--- src/rtl/mem_pkg.sv ---
// rtl/mem_pkg.sv - shared types and constants for the memory-access stage
//
// Contents:
//   MEM_ADDR_W / MEM_DATA_W / MEM_REG_W : default widths, also used by mem_wb_t
//   HALF_STEP                           : byte distance between the two halves of a word
//   mem_state_e                         : memory-access FSM states
//   mem_wb_t                            : fields handed to the writeback stage
package mem_pkg;

    localparam int MEM_ADDR_W = 32;
    localparam int MEM_DATA_W = 32;
    localparam int MEM_REG_W  = 4;

    localparam int HALF_STEP = 2;

    typedef enum logic [1:0] {
        ST_IDLE  = 2'd0,
        ST_LD_HI = 2'd1,
        ST_ST_HI = 2'd2
    } mem_state_e;

    typedef struct packed {
        logic                  mem_to_reg;
        logic                  reg_write;
        logic [MEM_REG_W-1:0]  rd;
        logic [MEM_DATA_W-1:0] data_calc;
    } mem_wb_t;

endpackage

--- src/rtl/memory_access_mem_wb_pipe_reg.sv ---
// rtl/memory_access_mem_wb_pipe_reg.sv - output register from memory access to writeback
//
// Ports:
//   clk_i, rst_ni  : clock, asynchronous active-low reset (clears everything)
//   wb_d           : next writeback fields
//   hold_data      : keep rd / data_calc unchanged this cycle (flags still load)
//   misaligned_d   : next value of the misalignment error pulse
//   wb_q           : registered writeback fields
//   misaligned_q   : registered misalignment pulse
module mem_wb_pipe_reg
    import mem_pkg::*;
(
    input  logic    clk_i,
    input  logic    rst_ni,
    input  mem_wb_t wb_d,
    input  logic    hold_data,
    input  logic    misaligned_d,
    output mem_wb_t wb_q,
    output logic    misaligned_q
);

    always_ff @(posedge clk_i or negedge rst_ni) begin
        if (!rst_ni) begin
            wb_q         <= '0;
            misaligned_q <= 1'b0;
        end else begin
            wb_q.mem_to_reg <= wb_d.mem_to_reg;
            wb_q.reg_write  <= wb_d.reg_write;
            misaligned_q    <= misaligned_d;
            if (!hold_data) begin
                wb_q.rd        <= wb_d.rd;
                wb_q.data_calc <= wb_d.data_calc;
            end
        end
    end

endmodule

--- src/rtl/memory_access.sv ---
// rtl/memory_access.sv - memory-access stage driving a 16-bit synchronous data memory
//
// Ports:
//   clk_i, rst_ni                 : clock, asynchronous active-low reset
//   valid_i                       : execute presents an instruction
//   mem_read_i / mem_write_i      : 32-bit load / store request (both set = load)
//   word_i                        : store size, 1 = 32-bit, 0 = 16-bit
//   addr_i, wdata_i, alu_result_i : effective address, store data, ALU result
//   rd_i, reg_write_i             : destination register and its write enable
//   stall_o                       : upstream must hold (second half in flight)
//   data_mem_*_o                  : address / write data / read and write enables
//   mem_to_reg_o, data_calc_o,
//   rd_o, reg_write_o             : registered writeback controls
//   misaligned_o                  : registered one-cycle error pulse
module memory_access
    import mem_pkg::*;
#(
    parameter int ADDR_W = MEM_ADDR_W,
    parameter int DATA_W = MEM_DATA_W,
    parameter int REG_W  = MEM_REG_W
) (
    input  logic              clk_i,
    input  logic              rst_ni,
    input  logic              valid_i,
    input  logic              mem_read_i,
    input  logic              mem_write_i,
    input  logic              word_i,
    input  logic [ADDR_W-1:0] addr_i,
    input  logic [DATA_W-1:0] wdata_i,
    input  logic [DATA_W-1:0] alu_result_i,
    input  logic [REG_W-1:0]  rd_i,
    input  logic              reg_write_i,
    output logic              stall_o,
    output logic [ADDR_W-1:0] data_mem_addr_o,
    output logic [15:0]       data_mem_wdata_o,
    output logic              data_mem_re_o,
    output logic              data_mem_we_o,
    output logic              mem_to_reg_o,
    output logic [DATA_W-1:0] data_calc_o,
    output logic [REG_W-1:0]  rd_o,
    output logic              reg_write_o,
    output logic              misaligned_o
);

    mem_state_e        state_q;
    logic [ADDR_W-1:0] addr_hi_q;
    logic [15:0]       wdata_hi_q;
    logic              reg_write_q;

    logic              accept;
    logic              mem_op;
    logic              misaligned;
    logic              take_ld;
    logic              take_st;
    logic [ADDR_W-1:0] addr_next;
    logic              re_raw;
    logic              we_raw;

    mem_wb_t           wb_d;
    mem_wb_t           wb_q;
    logic              hold_data;
    logic              misaligned_d;

    // Instructions are only looked at while idle; a second half ignores the inputs.
    assign accept     = valid_i && (state_q == ST_IDLE);
    assign mem_op     = mem_read_i || mem_write_i;
    assign misaligned = mem_op && addr_i[0];
    // A read request wins over a simultaneous write request.
    assign take_ld    = accept && mem_read_i && !addr_i[0];
    assign take_st    = accept && mem_write_i && !mem_read_i && !addr_i[0];
    assign addr_next  = addr_i + ADDR_W'(HALF_STEP);

    assign stall_o    = (state_q != ST_IDLE);

    always_ff @(posedge clk_i or negedge rst_ni) begin
        if (!rst_ni) begin
            state_q     <= ST_IDLE;
            addr_hi_q   <= '0;
            wdata_hi_q  <= '0;
            reg_write_q <= 1'b0;
        end else begin
            case (state_q)
                ST_IDLE: begin
                    if (take_ld) begin
                        state_q     <= ST_LD_HI;
                        addr_hi_q   <= addr_next;
                        reg_write_q <= reg_write_i;
                    end else if (take_st && word_i) begin
                        state_q    <= ST_ST_HI;
                        addr_hi_q  <= addr_next;
                        wdata_hi_q <= wdata_i[31:16];
                    end
                end
                ST_LD_HI: state_q <= ST_IDLE;
                ST_ST_HI: state_q <= ST_IDLE;
                default:  state_q <= ST_IDLE;
            endcase
        end
    end

    // Memory-side address/data/enable muxing.
    always_comb begin
        data_mem_addr_o  = addr_i;
        data_mem_wdata_o = wdata_i[15:0];
        re_raw           = 1'b0;
        we_raw           = 1'b0;
        case (state_q)
            ST_IDLE: begin
                re_raw = take_ld;
                we_raw = take_st;
            end
            ST_LD_HI: begin
                data_mem_addr_o = addr_hi_q;
                re_raw          = 1'b1;
            end
            ST_ST_HI: begin
                data_mem_addr_o  = addr_hi_q;
                data_mem_wdata_o = wdata_hi_q;
                we_raw           = 1'b1;
            end
            default: begin
                re_raw = 1'b0;
                we_raw = 1'b0;
            end
        endcase
    end

    // Enables are gated by reset so an abandoned access never reaches memory.
    assign data_mem_re_o = re_raw && rst_ni;
    assign data_mem_we_o = we_raw && rst_ni;

    // Writeback sequencing: a load shows mem_to_reg for two cycles and commits
    // only on the second, when the high half arrives from memory.
    always_comb begin
        wb_d.mem_to_reg = 1'b0;
        wb_d.reg_write  = 1'b0;
        wb_d.rd         = rd_i;
        wb_d.data_calc  = alu_result_i;
        hold_data       = 1'b1;
        misaligned_d    = 1'b0;
        case (state_q)
            ST_IDLE: begin
                if (valid_i) begin
                    hold_data = 1'b0;
                    if (misaligned) begin
                        misaligned_d = 1'b1;
                    end else if (mem_read_i) begin
                        wb_d.mem_to_reg = 1'b1;
                    end else if (!mem_write_i) begin
                        wb_d.reg_write = reg_write_i;
                    end
                end
            end
            ST_LD_HI: begin
                wb_d.mem_to_reg = 1'b1;
                wb_d.reg_write  = reg_write_q;
            end
            default: begin
                wb_d.mem_to_reg = 1'b0;
            end
        endcase
    end

    mem_wb_pipe_reg u_wb_reg (
        .clk_i        (clk_i),
        .rst_ni       (rst_ni),
        .wb_d         (wb_d),
        .hold_data    (hold_data),
        .misaligned_d (misaligned_d),
        .wb_q         (wb_q),
        .misaligned_q (misaligned_o)
    );

    assign mem_to_reg_o = wb_q.mem_to_reg;
    assign reg_write_o  = wb_q.reg_write;
    assign rd_o         = wb_q.rd;
    assign data_calc_o  = wb_q.data_calc;

endmodule
--- config.mk ---
export PLATFORM = sky130hd
export DESIGN_NAME = memory_access
export DESIGN_NICKNAME = d
export VERILOG_FILES = /design/src/rtl/mem_pkg.sv /design/src/rtl/memory_access_mem_wb_pipe_reg.sv /design/src/rtl/memory_access.sv
export SDC_FILE = /design/constraint.sdc
export NUM_CORES = 1
export LEC_CHECK = 0
export BUFFER_PORTS_ARGS = -buffer_cell sky130_fd_sc_hd__buf_4
export CORE_MARGIN = 1
export CORE_UTILIZATION = 35
export CTS_BUF_LIST = sky130_fd_sc_hd__clkbuf_8
export CTS_CLUSTER_SIZE = 10
export DETAILED_ROUTE_END_ITERATION = 8
export PLACE_DENSITY_LB_ADDON = 0.05
export SETUP_SLACK_MARGIN = 0.3
export SYNTH_ARGS = -nofsm -noshare
export SYNTH_HDL_FRONTEND = slang
export SYNTH_SLANG_ARGS = --single-unit
--- constraint.sdc ---
create_clock -name clk_i -period 2.9 [get_ports clk_i]
set_input_delay 0.145 -clock clk_i [delete_from_list [all_inputs] [get_ports clk_i]]
set_output_delay 0.145 -clock clk_i [all_outputs]
set_load 0.01 [all_outputs]
==> results.cfg, run 1 <==
[run_status]
outcome = complete, no violations

[worst_hold_path]
hold_class = in2reg

[yosys]
muxShareOfSynthArea_pct = 23.6
syn_avg_cell_area_um2 = 11.2
synth_warnings = 0
synth_area_leaders = dfrtp_1, mux2_2, nand2_1, o21ai_0, a31oi_1
synth_cells = 404
synth_edf_count = 0
synth_most_common_cell = mux2_2
syn_area_um2 = 4540
synth_top_family_by_area = multiplexers
ys_seq_elements = 90
yosys.area_share.simple_pct = 12.6
synth_compound_area_share_pct = 8.04
yosysSeqAreaShare_pct = 49.6
ys_async_sr_fraction_pct = 100
synthFlopType = dfrtp_1
synth_common_cells = mux2_2, dfrtp_1, nand2_1
synth-xor-area-share_pct = 1.93
yosysTopAreaCell = dfrtp_1
yosysTopAreaCellShare_pct = 49.6
synth_nets = 515
ys_types = 32
synth_fa_ha_area_share_pct = 1.10

[global_routing]
grt_max_degree = 53
grt_pass1_vias = 3869
antenna_found_initial = 0
grt.total_usage_pct = 18.7
grt_pass1_wl_mm = 19.2
grt-ovfl-total = 0

[clocking]
numCtsBuffers = 9
htreeDepth = 3
cts.clk_slew.worst_paths_ns = 0.09
clock_path_buffers = 2
clockRootBuffer = clkbuf_8
numClockSinks = 90
cts_tree = yes
post_cts_buffers = 0
clk_latency_ns = 0.37

[floorplanning]
die_h_um = 116
fp.coreArea_um2 = 12600
initial_utilization_pct = 36.0
row_count = 41
die_w_um = 116
die_area_um2 = 13400
design.portCount = 197

[timing]
hold_viol = 0
setup_viol = 0
period_share_pct = 77.3
finalSetupTns_ns = 0
fmax_ghz = 0.446
rsz0062_at_grt = no
period_needed_ns = 2.24
tightest_slew_ns = 0.775
worst_slew_margin_rel_pct = 48.3
skew_ns = 0.00683
holdWs_ns = 0.0221
slew_violations = 0

[routing]
drt-initial-drc-count = 170
via_per_inst = 4.83
wl_per_cell_um = 14.9
drt_wl_total_mm = 12.3
drt_first_pass_iters = 4
vias = 3974
drc = 0
detail-route-antenna-nets = 0

[power]
power.internal_mw = 3.91
clock_power_share_pct = 18.2
seq_power_share_pct = 36.3
p_per_area_nw_per_um2 = 837
combPwrFrac_pct = 45.5
netSwitchingPower_mw = 1.90
power.total_mw = 5.81
peakVddDrop_uv = 398
power_leakage_nw = 3.10
switching_share_pct = 32.6

[final_layout]
fin_area_um2 = 6950
diodes = 0
final_layout_size_suffix_gt1_share_pct = 49.1
regArea_um2 = 2250
final_util_pct = 55.1
multi_input_area_um2 = 2150
finalNetCount = 756
fillers = 1156
area_growth_pct = 53.0

[critical_path]
crit_path_start_kind = flip-flop
path_max_fanout = 17
crit_slowest_cell = ha_1
critPathMaxStageDelay_ns = 0.67
cp_cell_sequence = inv_1 > ha_1 > mux2_2 > buf_4
critPathArrivalTime_ns = 2.10
worstPathRequired_ns = 2.76
cp-end-kind = primary output
critPathKind = reg2out

[place]
hpwl_mm = 8.69
gp_congestion = 0.784
dpl_cell_area_um2 = 6180
portBuffers = 196

[run]
maxCapViolCount = 0
[final cells by class]
cell class / count / share of cell area (%)
flip-flops and latches: 90 / 32.4
multi-input cells: 280 / 31.0
well taps: 172 / 3.10
clock buffers: 10 / 1.98
clock inverters: 6 / 1.64
repair buffers: 254 / 29.3
inverters: 10 / 0.540
[logic make-up after synthesis]
group	after synthesis
buf+inv	34
mux	95
xor+xnor	10
simple gates	111
flops	90
compound gates	60
fa+ha+maj	4
[routing by layer]
layer	global-route usage (%)	part of all wire [%]	up-vias
met2	32.1	49	123
met1	23.2	44	1881
met3	3.77	5.5	17
met4	6.67	1.7	0
li1	-	-	1953
met5	0	0	-
[cell usage in the layout (no fill, tap or decap), types with 3 or more instances in the layout]
cell	netlist	routed
dlygate4sd3_1	0	52
mux2_2	95	95
a31oi_1	18	18
or4_1	12	12
ha_1	4	4
nor2_1	20	20
or3_1	8	8
nand3_1	9	9
dfrtp_1	90	90
bufinv_16	0	3
inv_1	10	10
nand2_1	35	34
and3_1	3	3
xnor2_1	4	4
buf_4	0	202
and4_1	3	3
o21ai_0	24	24
clkbuf_8	0	10
o31ai_1	13	13
nand4_1	9	9
xor2_1	6	6
[worst max-delay path: cells and delay by family, from the launching register on]
kind,cells,cell delay [ns]
flops,1,0.39
buf+inv,2,0.24
fa+ha+maj,1,0.67
mux,1,0.42
[power groups by stage]
| stage | registers [mW] | logic [mW] | clock network, mW |
|---|---|---|---|
| finish | 2.11 | 2.64 | 1.06 |
| global route | 2.19 | 2.88 | 1.14 |
| CTS | 2.11 | 2.68 | 1.09 |
| detailed placement | 2.14 | 2.62 | 0 |
| global placement | 2.12 | 2.58 | 0 |
| floorplan | 2.19 | 1.28 | 0 |
[through the flow]
step | setup slack [ns] | std cells
after CTS | 0.617 | 822
final | 0.658 | 822
after global placement | 0.736 | 754
after floorplan | 0.693 | 404
after global routing | 0.505 | 822
after detailed placement | 0.677 | 754
[state kept, by name, indices dropped and copies added, names as in the netlist]
register and cells:
addr_hi_q 32, state_q 2, u_wb_reg.misaligned_q 1, reg_write_q 1, wdata_hi_q 16, u_wb_reg.wb_q 38
[worst paths after layout]
| kind | start | endpoint | slack, ns | depth (start not counted) |
|---|---|---|---|---|
| setup / recovery | state_q[0] | data_mem_wdata_o[7] | 0.66 | 4 |
| hold / removal | alu_result_i[29] | u_wb_reg.wb_q[29] | 0.02 | 2 |
| setup reg to reg | state_q[0] | addr_hi_q[15] | 0.69 | 7 |
| hold reg to reg | addr_hi_q[6] | addr_hi_q[6] | 0.48 | 2 |
| max in group asynchronous | rst_ni | addr_hi_q[24] | 1.50 | 3 |
| min in group asynchronous | rst_ni | wdata_hi_q[12] | 0.34 | 2 |
[timing repair]
action	in CTS	in global routing
hold buffers	52	0
endpoints found under the hold margin	100	0
gates resized for setup	0	0
Power figures use the tool's default switching activity.
==> run 2, diff against run 1 <==
clock period = 2.25 ns   (was 2.9 ns; I/O delays follow)
==> run 2 against run 1 <==
  * Routed wire length grew 2.1%
  * Power grew 28%
  * Clock-buffer cell count is the same
  * Largest cell class unchanged
  * Non-clock buffer count grew 11
  * Flip-flop and latch count is the same
  * Core utilization grew 0.78 points
  * Critical endpoint is now data_mem_re_o
  * Combinational power grew 35%
  * Register-to-register slack lost 0.32 ns
  * First-iteration DRC count shrank 18%
==> results.cfg, run 2 (same netlist as run 1, synthesis figures left out) <==
[run_status]
outcome = complete, no violations

[timing]
hold_viol = 0
setup_viol = 0
period_needed_ns = 1.92
worst_slew_margin_rel_pct = 56.6
tightest_slew_ns = 0.651
finalSetupTns_ns = 0
rsz0062_at_grt = yes
fmax_ghz = 0.522
skew_ns = 0.0154
slew_violations = 0
period_share_pct = 85.2

[global_routing]
grt_max_degree = 44
grt_pass1_vias = 4034
use_met2_pct = 33.8
top_usage_layer = met2
grt_pass1_wl_mm = 19.8
met1_usage_pct = 22.8
use_met3_pct = 3.82
antenna_found_initial = 0
grt-ovfl-total = 0
grt.total_usage_pct = 19.1

[floorplanning]
die_h_um = 116
initial_utilization_pct = 36.0
die_area_um2 = 13400
row_count = 41
design.portCount = 197
die_w_um = 116
fp.coreArea_um2 = 12600

[final_layout]
area_growth_pct = 55.2
layout_common_cells = buf_4, mux2_2, dfrtp_1
largest_reg_flops = 38
largestRegisters = u_wb_reg.wb_q x38, addr_hi_q x32, wdata_hi_q x16
final_common_cell = buf_4
final_util_pct = 55.8
finalNetCount = 767
largest_register = u_wb_reg.wb_q
final_layout_size_suffix_gt1_share_pct = 49.9
diodes = 0

[critical_path]
worstPathRequired_ns = 2.14
r2r-end = addr_hi_q[1]
cp-end-kind = primary output
critPathMaxStageDelay_ns = 0.41
worstReg2RegStart = state_q[1]
crit_buf_inv = 3
ff2ff_setup_slack_ns = 0.37
crit_start = state_q[1]
critPathTopFamily = buffers and inverters
crit_slowest_cell = dfrtp_1
r2r_cells = 6
endpoint = data_mem_re_o
cp_num_cells = 8
crit_path_start_kind = flip-flop
path_max_fanout = 20
cp_common_cell = nand2_2
critPathKind = reg2out
cp_cell_sequence = inv_2 > ha_4 > nand2_2 > buf_6 > nor2_1 > nand2_2 > a21boi_1 > buf_4
critPathArrivalTime_ns = 1.80

[power]
power_leakage_nw = 3.15
peakVddDrop_uv = 385
p_per_area_nw_per_um2 = 1050

[routing]
drt_first_pass_iters = 4
drt_wl_total_mm = 12.5
detail-route-antenna-nets = 0
wl_per_cell_um = 15.0
via_per_inst = 4.82
drc = 0
vias = 4019
drt-initial-drc-count = 139

[clocking]
htreeDepth = 3
clk_latency_ns = 0.37
cts.clk_slew.worst_paths_ns = 0.09
clockRootBuffer = clkbuf_8
cts_tree = yes
numCtsBuffers = 9
numClockSinks = 90
clock_path_buffers = 2

[run]
maxCapViolCount = 0

[place]
hpwl_mm = 8.97
gp_congestion = 0.814
portBuffers = 196

[worst_hold_path]
hold_class = in2reg
run 2: changes by cell type in the layout (fill, tap and decap cells not counted), moves of 2 or more:
cell / delta
buf_12: +2
buf_4: +2
buf_6: +2
bufinv_16: -2
clkinv_2: +2
dlygate4sd3_1: +5
inv_1: -2
inv_2: +2
run 2: power breakdown:
group          leakage, nW  switching [mW]  internal (mW)
clock network        0.103           0.606          0.546
logic                 1.98            1.50           2.05
registers             1.07           0.367           2.35
total                 3.15            2.48           4.95
run 2: worst min-delay path, cell delays in order:
cell     delay, ns
buf_4         0.13
o31ai_1       0.06
a31oi_1       0.07
run 2: per-stage QoR:
step	setup slack, ns	instance area, um2	hold WS [ns]	cells	total power [mW]
3_3_place_gp	0.358	6210	0.0176	759	6.09
4_1_cts	0.308	7040	0.00579	833	7.52
6_report	0.333	7050	0.0295	833	7.43
3_5_place_dp	0.263	6210	0.0203	759	6.16
5_1_grt	0.246	7050	0.0158	833	7.94
2_1_floorplan	0.303	4540	-0.183	404	4.48
run 2: how the worst min path moves through the flow:
stage / start / endpoint / depth (start not counted)
CTS: addr_i[23] / addr_hi_q[23] / 3
global placement: rst_ni / wdata_hi_q[0] / 1
global route: addr_i[0] / u_wb_reg.misaligned_q / 2
floorplan: rst_ni / addr_hi_q[0] / 0
detailed placement: rst_ni / wdata_hi_q[0] / 1
finish: addr_i[23] / addr_hi_q[23] / 3
run 2: layout make-up:
cell class | instances | area [um2]
fillers | 1168 | 5570
flip-flops and latches | 90 | 2250
inverters | 10 | 37.5
repair buffers | 265 | 2160
clock buffers | 10 | 138
clock inverters | 6 | 65.1
well taps | 172 | 215
multi-input cells | 280 | 2170
run 2: routing by layer:
layer | wire length [um] | vias to the layer above
li1 | - | 1970
met1 | 5350 | 1925
met2 | 6330 | 109
met3 | 644 | 15
met4 | 210 | 0
met5 | 0 | -
run 2: repair_timing:
| action | 4_1_cts | 5_1_grt |
|---|---|---|
| hold endpoints to repair | 76 | 0 |
| setup buffers | 1 | 0 |
| hold buffers | 57 | 0 |
| setup endpoints to repair | 46 | 56 |
| resized for setup | 12 | 3 |
